**config.mk**
```make
export PLATFORM = sky130hd
export DESIGN_NAME = paicore_chip_echo
export DESIGN_NICKNAME = d
export VERILOG_FILES = /design/src/rtl/paicore_chip_echo.sv
export SDC_FILE = /design/constraint.sdc
export NUM_CORES = 1
export LEC_CHECK = 0
export CORE_MARGIN = 4
export CORE_UTILIZATION = 45
export DETAILED_ROUTE_END_ITERATION = 8
export HOLD_SLACK_MARGIN = 0.06
export PLACE_DENSITY = 0.68
export SLEW_MARGIN = 20
export SYNTH_ARGS = -nofsm -noshare
export SYNTH_HDL_FRONTEND = slang
export SYNTH_SLANG_ARGS = --single-unit
```
**constraint.sdc**
```tcl
create_clock -name clk -period 5.38 [get_ports clk]
set_clock_uncertainty 0.15 [all_clocks]
set_input_delay 0.807 -clock clk [delete_from_list [all_inputs] [get_ports clk]]
set_output_delay 0.807 -clock clk [all_outputs]
set_load 0.02 [all_outputs]
```
**src/rtl/paicore_chip_echo.sv**
```systemverilog
`timescale 1ns / 1ps
// paicore_chip_echo: multi-channel 4-phase handshake echo. Frames accepted on
// any input channel are queued in one shared FIFO (round-robin arbitration
// among requesting channels). Each frame is then sent out on the next enabled
// output channel, also chosen round-robin.
// Optional build macro PAICORE_CHIP_ECHO_CNT_EN adds rx/tx frame counters.
module paicore_chip_echo #(
    parameter int Channel     = 4,
    parameter int FRAME_WIDTH = 32,
    parameter int FIFO_DEPTH  = 16
) (
    input  logic                             clk,
    input  logic                             rst,
    input  logic [Channel-1:0]               request,
    input  logic [Channel*FRAME_WIDTH-1:0]   din,
    output logic [Channel-1:0]               acknowledge,
    input  logic [Channel-1:0]               oen,
    output logic [Channel-1:0]               out_request,
    output logic [Channel*FRAME_WIDTH-1:0]   dout,
    input  logic [Channel-1:0]               out_acknowledge,
    output logic                             fifo_full,
    output logic                             fifo_empty
`ifdef PAICORE_CHIP_ECHO_CNT_EN
    ,
    output logic [31:0]                      rx_frame_cnt,
    output logic [31:0]                      tx_frame_cnt
`endif
);

    localparam int unsigned NCH = Channel;
    localparam int          CW  = (Channel > 1) ? $clog2(Channel) : 1;
    localparam int          AW  = $clog2(FIFO_DEPTH);

    typedef enum logic {
        IN_IDLE,
        IN_ACK
    } in_state_e;

    typedef enum logic [1:0] {
        OUT_IDLE,
        OUT_REQ,
        OUT_WAIT_LO
    } out_state_e;

    // Channel index "k places after base", wrapping at Channel.
    function automatic logic [CW-1:0] rr_idx(input logic [CW-1:0] base, input int unsigned k);
        rr_idx = CW'((32'(base) + k) % NCH);
    endfunction

    // Input side
    in_state_e                 in_state_q [Channel];
    in_state_e                 in_state_d [Channel];
    logic [Channel-1:0]        ack_q, ack_d;
    logic [CW-1:0]             in_rr_q, in_rr_d;
    logic                      grant_found;
    logic [CW-1:0]             grant_idx;
    logic                      push;
    logic [FRAME_WIDTH-1:0]    push_data;

    // Frame buffer
    logic [FRAME_WIDTH-1:0]    mem [FIFO_DEPTH];
    logic [AW-1:0]             wr_ptr_q, wr_ptr_d;
    logic [AW-1:0]             rd_ptr_q, rd_ptr_d;
    logic [AW:0]               count_q, count_d;
    logic                      full_q, full_d;
    logic                      empty_q, empty_d;

    // Output side
    out_state_e                out_state_q, out_state_d;
    logic [CW-1:0]             out_ch_q, out_ch_d;
    logic [CW-1:0]             out_rr_q, out_rr_d;
    logic [Channel-1:0]        out_req_q, out_req_d;
    logic [Channel*FRAME_WIDTH-1:0] dout_q, dout_d;
    logic                      pop;
    logic                      sel_found;
    logic [CW-1:0]             out_sel;
    logic                      tx_done;

`ifdef PAICORE_CHIP_ECHO_CNT_EN
    logic [31:0]               rx_cnt_q, rx_cnt_d;
    logic [31:0]               tx_cnt_q, tx_cnt_d;
`endif

    // Round-robin grant among idle requesting channels; nothing granted while full.
    always_comb begin
        grant_found = 1'b0;
        grant_idx   = '0;
        if (!full_q) begin
            for (int unsigned k = 0; k < NCH; k++) begin
                if (!grant_found && request[rr_idx(in_rr_q, k)] &&
                    in_state_q[rr_idx(in_rr_q, k)] == IN_IDLE) begin
                    grant_found = 1'b1;
                    grant_idx   = rr_idx(in_rr_q, k);
                end
            end
        end
        push      = grant_found;
        push_data = din[grant_idx*FRAME_WIDTH +: FRAME_WIDTH];
        in_rr_d   = push ? rr_idx(grant_idx, 1) : in_rr_q;
    end

    // Per-channel input handshake FSMs.
    always_comb begin
        ack_d = ack_q;
        for (int unsigned i = 0; i < NCH; i++) begin
            in_state_d[i] = in_state_q[i];
            case (in_state_q[i])
                IN_IDLE: begin
                    if (push && grant_idx == CW'(i)) begin
                        in_state_d[i] = IN_ACK;
                        ack_d[i]      = 1'b1;
                    end
                end
                IN_ACK: begin
                    if (!request[i]) begin
                        in_state_d[i] = IN_IDLE;
                        ack_d[i]      = 1'b0;
                    end
                end
                default: in_state_d[i] = IN_IDLE;
            endcase
        end
    end

    // Next enabled output channel after the last one used.
    always_comb begin
        sel_found = 1'b0;
        out_sel   = '0;
        for (int unsigned k = 0; k < NCH; k++) begin
            if (!sel_found && oen[rr_idx(out_rr_q, k)]) begin
                sel_found = 1'b1;
                out_sel   = rr_idx(out_rr_q, k);
            end
        end
    end

    // Output handshake FSM; the frame leaves the buffer when its channel is chosen.
    always_comb begin
        out_state_d = out_state_q;
        out_ch_d    = out_ch_q;
        out_rr_d    = out_rr_q;
        out_req_d   = out_req_q;
        dout_d      = dout_q;
        pop         = 1'b0;
        tx_done     = 1'b0;
        case (out_state_q)
            OUT_IDLE: begin
                if (!empty_q && sel_found) begin
                    pop                                           = 1'b1;
                    out_state_d                                   = OUT_REQ;
                    out_ch_d                                      = out_sel;
                    out_rr_d                                      = rr_idx(out_sel, 1);
                    out_req_d                                     = '0;
                    out_req_d[out_sel]                            = 1'b1;
                    dout_d                                        = '0;
                    dout_d[out_sel*FRAME_WIDTH +: FRAME_WIDTH]    = mem[rd_ptr_q];
                end
            end
            OUT_REQ: begin
                if (out_acknowledge[out_ch_q]) begin
                    out_req_d   = '0;
                    out_state_d = OUT_WAIT_LO;
                end
            end
            OUT_WAIT_LO: begin
                if (!out_acknowledge[out_ch_q]) begin
                    out_state_d = OUT_IDLE;
                    tx_done     = 1'b1;
                end
            end
            default: out_state_d = OUT_IDLE;
        endcase
    end

    // Buffer pointers, occupancy and registered status flags.
    always_comb begin
        wr_ptr_d = wr_ptr_q + AW'(push);
        rd_ptr_d = rd_ptr_q + AW'(pop);
        count_d  = count_q + (AW+1)'(push) - (AW+1)'(pop);
        full_d   = (count_d == (AW+1)'(FIFO_DEPTH));
        empty_d  = (count_d == '0);
    end

`ifdef PAICORE_CHIP_ECHO_CNT_EN
    // Frame counters: one per accepted push, one per completed output handshake.
    always_comb begin
        rx_cnt_d = rx_cnt_q + 32'(push);
        tx_cnt_d = tx_cnt_q + 32'(tx_done);
    end
`endif

    // Frame storage write port (contents need no reset).
    always_ff @(posedge clk) begin
        if (push) begin
            mem[wr_ptr_q] <= push_data;
        end
    end

    // State registers.
    always_ff @(posedge clk or posedge rst) begin
        if (rst) begin
            for (int unsigned i = 0; i < NCH; i++) begin
                in_state_q[i] <= IN_IDLE;
            end
            ack_q       <= '0;
            in_rr_q     <= '0;
            wr_ptr_q    <= '0;
            rd_ptr_q    <= '0;
            count_q     <= '0;
            full_q      <= 1'b0;
            empty_q     <= 1'b1;
            out_state_q <= OUT_IDLE;
            out_ch_q    <= '0;
            out_rr_q    <= '0;
            out_req_q   <= '0;
            dout_q      <= '0;
`ifdef PAICORE_CHIP_ECHO_CNT_EN
            rx_cnt_q    <= '0;
            tx_cnt_q    <= '0;
`endif
        end else begin
            for (int unsigned i = 0; i < NCH; i++) begin
                in_state_q[i] <= in_state_d[i];
            end
            ack_q       <= ack_d;
            in_rr_q     <= in_rr_d;
            wr_ptr_q    <= wr_ptr_d;
            rd_ptr_q    <= rd_ptr_d;
            count_q     <= count_d;
            full_q      <= full_d;
            empty_q     <= empty_d;
            out_state_q <= out_state_d;
            out_ch_q    <= out_ch_d;
            out_rr_q    <= out_rr_d;
            out_req_q   <= out_req_d;
            dout_q      <= dout_d;
`ifdef PAICORE_CHIP_ECHO_CNT_EN
            rx_cnt_q    <= rx_cnt_d;
            tx_cnt_q    <= tx_cnt_d;
`endif
        end
    end

    assign acknowledge = ack_q;
    assign out_request = out_req_q;
    assign dout        = dout_q;
    assign fifo_full   = full_q;
    assign fifo_empty  = empty_q;
`ifdef PAICORE_CHIP_ECHO_CNT_EN
    assign rx_frame_cnt = rx_cnt_q;
    assign tx_frame_cnt = tx_cnt_q;
`endif

endmodule

```
Word level (Yosys, flattened, before mapping):

Memory sizes are Yosys's and may differ from the RTL's.
Cells that the tools add are included.

* $add $sub $neg: 13
* order comparisons: 15
* eq/ne operators: 17
* shifts and indexed selects: 3
* mux-type cells: 88
* bitwise operators: 13
* reduce and logical (&&, ||, !) cells: 34

Operators with widths (number)
* AND 128 bit: 1
* variable shift 32 x 34 -> 128 bit, first input constant: 1
* indexed part select 128 x 8 -> 32 bit: 1
* indexed part select 32 x 34 -> 128 bit: 1
* two-way mux 1 bit: 50
* negation 7 -> 34 bit: 1
* less-than comparator 2 x 3 -> 1 bit, second input constant: 10
* binary-select mux 1 bit (select 2 bit): 13
* two-way mux 2 bit: 12
* != test 2 bit, second input constant: 11
* logical AND 1 bit: 16
* one-hot mux 1 bit (2 select lines): 8
* >= comparator 3 bit, second input constant: 4
* inverter 2 -> 3 bit: 4
* AND reduction 2 bit: 5
* adder 2 x 1 -> 2 bit, second input constant: 4
* adder 2 bit, second input constant: 4
* adder 4 x 1 -> 4 bit: 2
* two-way mux 4 bit: 2
* inverter 1 bit: 8
* one-hot mux 4 bit (2 select lines): 1
* logical NOT 1 bit: 7
* equality test 2 bit, second input constant: 3
* one-hot mux 2 bit (3 select lines): 1
* other kinds (10): 13

* register bits: 163
* memory bits (writable): 512
* input bits: 142
* output and inout port bits: 138
* memories: 1

Memory list
* mem: words 16, bits a word 32, rd ports 1, clocked after Yosys merged registers in 0, wr ports 1, line 61 `logic [FRAME_WIDTH-1:0] mem [FIFO_DEPTH];`

Logic depth before layout (Yosys ltp):

* depth in word-level cells: 27
* gate-level depth with buffers: 13
* gate-level depth less buffers: 13

Worst setup path before layout:

OpenSTA, ideal clock, no wires.

* path kind: input-to-reg
* from: input port request[2]
* to: memory mem[0][0] (enable)
* library setup time: 0.461 ns
* data arrival time: 4.006 ns
* required time: 4.769 ns
* slack: 0.763 ns
* cell stages on the path: 6
* cells stage by stage: and2b_1 -> nor2_1 -> a31oi_1 -> buf_2 -> nand2_1 -> nor3_1

* cells in the longest elaborated chain, start to end: 22

Ends and longest elaborated chain
* from (decl): line 14 `input logic [Channel-1:0] request,`
* binary-select mux 1 bit (select 2 bit): line 90 `if (!grant_found && request[rr_idx(in_rr_q, k)] &&`
* two-way mux 1 bit (implied by the code): line 90
* logical AND 1 bit: line 90
* two-way mux 1 bit: line 90
* two-way mux 1 bit: line 88 `if (!full_q) begin`
* logical NOT 1 bit: line 90
* logical AND 1 bit (2 in series): line 90
* two-way mux 1 bit: line 90
* [5 not listed]
* two-way mux 1 bit: line 88
* logical NOT 1 bit: line 90
* logical AND 1 bit (2 in series): line 90
* two-way mux 1 bit *: line 90
* two-way mux 1 bit *: line 88
* named net grant_found: line 55 `logic grant_found;`
* two-way mux 1 bit *: line 194 `if (push) begin`
* two-way mux 1 bit (implied by the code) *: line 195 `mem[wr_ptr_q] <= push_data;`
* to (decl): line 61

Mark *: on every way through the listed nets, which the timed path passes. The rest lies on a longest branch. The select of a mux whose other input is x is not followed.

Final worst setup path:

* from: input port request[0]
* to: register full_q, in the netlist fifo_full

* cells in the longest elaborated chain, start to end: 23

Ends and longest elaborated chain
* binary-select mux 1 bit (select 2 bit): line 90
* two-way mux 1 bit (implied by the code): line 90
* logical AND 1 bit: line 90
* two-way mux 1 bit: line 90
* two-way mux 1 bit: line 88
* logical NOT 1 bit: line 90
* logical AND 1 bit (2 in series): line 90
* two-way mux 1 bit: line 90
* [7 not listed]
* logical AND 1 bit (2 in series): line 90
* two-way mux 1 bit *: line 90
* two-way mux 1 bit *: line 88
* adder 5 x 1 -> 5 bit *: line 179 `count_d = count_q + (AW+1)'(push) - (AW+1)'(pop);`
* subtractor 5 x 1 -> 5 bit *: line 179
* named net count_d[1]: line 64 `logic [AW:0] count_q, count_d;`
* equality test 5 bit *: line 180 `full_d = (count_d == (AW+1)'(FIFO_DEPTH));`
* named net full_d: line 65 `logic full_q, full_d;`
* to (signal assigned): line 230 `full_q <= full_d;`
* to (decl): line 65

Marks and branches as above.
A chain may end at the register's enable or synchronous reset.

==> flow_metrics.tcl <==
set metrics [dict create \
    cpPeakStageDelay_ps 570 \
    cts_root_buf "clkbuf_16" \
    io_pins 280 \
    min_path_type "flop to flop" \
    clk_latency_ps 590 \
    cp.depth 10 \
    coreArea_mm2 0.0580 \
    drive_gt1_frac 0.186 \
    ctsResizeCount 0 \
    final_nets 1879 \
    crit_path_top_delay_cell "a31oi_2" \
    syn_area_mm2 0.0265 \
    antenna_found_initial 0 \
    cp-endpoint "fifo_full" \
    relSlewSlack 0.283 \
    drt_iter0_drc 1491 \
    leakagePower_nw 11.8 \
    r2r_setup_slack_ps 2210 \
    synth-seq-cells 675 \
    status "finished, final reports clean" \
    syn_area_per_cell_um2 19.2 \
    fmax_ghz 0.290 \
    cp_cell_sequence "clkdlybuf4s50_1 > nor2b_1 > nor2_1 > a31oi_2 > ha_1 > inv_1 > fa_1 > inv_1 > or4_1 > nor2b_1" \
    diodes 0 \
    critical_path_arrival_ps 3810 \
    cts_buffer_depth 3 \
    ys_async_sr_fraction 0.241 \
    stdcell_count 2535 \
    setup_slack_ps 1930 \
    tightest_slew_ps 1080 \
    cts_setup_buffers 0 \
    syn_inst 1384 \
    drv_cap 0 \
    holdBufCountCts 0 \
    place_inst 2414 \
    ys_seq_area_frac 0.733 \
    synth_top_area_cell "edfxtp_1" \
    critPathLaunch "request[0]" \
    portBuffers 279 \
    rsz0062_at_grt "no" \
    final-hold-violation-count 0 \
    tns_ps 0 \
    rr_endpoint "fifo_full" \
    period_minus_slack_ps 3450 \
    dp_slack_ps 1350 \
    r2r_cells 9 \
    critPathBufInv 3 \
    final_cell_area_mm2 0.0328 \
    path_class "input port to flop" \
    rows 88 \
    drtPass1Iterations 5 \
    htreeDepth 3 \
    drcViolationCount 0 \
    final_util 0.564 \
    cts_tree "yes" \
    grt_max_degree 110 \
    timing.final.crit_share 0.641 \
    post-dp-hpwl_um 40200 \
    synthFlopType "edfxtp_1" \
    crit_path_start_kind "input port" \
    wl_per_cell_um 24.3 \
    vias 14600 \
    start_util 0.457 \
    cp.required_ps 5740 \
    place_area_mm2 0.0306 \
    clock_sinks 675 \
    path_max_fanout 8 \
    synth_area_leaders "edfxtp_1, dfrtp_1, mux4_2, a22o_1, mux2i_1" \
    die_h_um 251 \
    cts_buffers 67 \
    synth_edf_count 512 \
    grt_use_total 0.195 \
    grt_pass1_vias 14900 \
    powerDensity_mw_per_mm2 614 \
    postRouteAntennaNets 0 \
    synth_top_area_share 0.580 \
    drv_slew 0 \
    via_per_inst 5.74 \
    clk_pin_slew_ps 60 \
    area.growth.synth_to_final_pct 23.5 \
    fillerInstances 4356 \
    die_w_um 251 \
    die_area_mm2 0.0629 \
    overflow 0 \
    crit_path_end_kind "flop" \
    ir_drop_mv 0.371 \
    setup_violations 0 \
    reg2reg_from "in_state_q[1]" \
    synthesis.nets 1545 \
    drt_wl_total_um 61500 \
    gp_congestion 0.775 \
    grt_pass1_wl_um 93800 \
    crit_family "simple AND/OR/NAND/NOR gates" \
    synth.distinct_cells 43 \
    yosysWarningCount 0 \
]
## per-stage QoR
stage,hold slack [ps],power [W]
finish,351,0.0201
global route,361,0.0211
CTS,356,0.0203
detailed placement,342,0.0158
global placement,331,0.0156
floorplan,308,0.0127
## placed cells by master (no fill, tap or decap), drive strengths merged, types with 2 or more instances in the layout
master / synthesis / routed
clkinvlp: 0 / 2
and3: 3 / 3
nor3: 6 / 6
mux4: 129 / 129
nand2b: 10 / 10
xnor2: 6 / 6
mux2i: 96 / 96
nor2: 22 / 22
nand3: 4 / 4
buf: 60 / 71
ha: 18 / 18
nand3b: 2 / 2
clkdlybuf4s50: 0 / 279
nand2: 63 / 63
a21boi: 2 / 2
dfrtp: 162 / 162
clkbuf: 25 / 86
a21oi: 11 / 11
inv: 17 / 22
a22oi: 64 / 64
nor2b: 4 / 4
edfxtp: 512 / 512
a21o: 2 / 2
a31oi: 2 / 2
clkinv: 0 / 24
xor2: 2 / 2
bufinv: 0 / 4
o21ai: 20 / 20
a22o: 128 / 128
## final cells by class
cell class	instances	area [µm²]	area share
timing repair buffer	350	3390	0.103
multi-input combinational	607	6760	0.206
sequential	675	19500	0.594
tap	765	957	0.0292
clock buffer	86	1820	0.0556
inverter	17	68.8	0.00210
clock inverter	35	300	0.00917
## synth_stat cells, types with 4 or more instances
library cell / n
nand2_1: 63
buf_4: 5
nor2b_1: 4
edfxtp_1: 512
mux2i_1: 96
nand2b_1: 10
buf_2: 41
xnor2_1: 6
nor3_1: 6
nor2_1: 22
a21oi_1: 11
a22o_1: 128
buf_1: 11
nand3_1: 4
dfrtp_1: 162
o21ai_0: 20
a22oi_1: 64
mux4_2: 129
ha_1: 18
clkbuf_1: 25
inv_1: 15
## worst register-to-register path, delay by kind of cell (launching register included)
family	cells	cell delay, ps
flip-flops	1	400
buffers and inverters	2	120
AND/OR/NAND/NOR	4	1080
adder cells (fa/ha/maj)	2	790
AO/OA/AOI/OAI	1	570
## routing by layer
layer | up-vias | GRT usage | share of wire
li1 | 6308 | - | -
met1 | 7629 | 0.289 | 0.44
met2 | 564 | 0.302 | 0.47
met3 | 60 | 0.0400 | 0.074
met4 | 0 | 0.0452 | 0.014
met5 | - | 0 | 0
## state kept, by name, summed over array words and instances, names as in the netlist, 4 cells and up
signal       flops
mem            512
dout           128
count_q          5
acknowledge      4
in_state_q       4
out_request      4
rd_ptr_q         4
wr_ptr_q         4
## cells by family (layout without fill, tap and decap cells)
group                    after synthesis  count (layout)  synth area share
adder cells (fa/ha/maj)               19              19           0.00924
buffers and inverters                102             488            0.0179
AND/OR/NAND/NOR                      120             120            0.0207
XOR/XNOR                               8               8           0.00264
multiplexers                         225             225             0.146
AO/OA/AOI/OAI                        235             235            0.0704
flip-flops                           675             675             0.733
## worst min-delay path by stage
stage,from,to,cells after the start
2_1_floorplan,out_ch_q[1],out_ch_q[1],2
3_5_place_dp,dout[83],dout[83],1
3_3_place_gp,in_state_q[0],acknowledge[3],1
4_1_cts,dout[10],dout[10],1
6_report,out_ch_q[1],out_ch_q[1],2
5_1_grt,dout[74],dout[74],1
## report_power, final
group / total (W) / internal (W) / switching [W]
clock: 0.00450 / 0.00260 / 0.00190
sequential: 0.00824 / 0.00770 / 0.000547
combinational: 0.00736 / 0.00282 / 0.00454
total: 0.0201 / 0.0131 / 0.00698
Power figures use the tool's default switching activity.
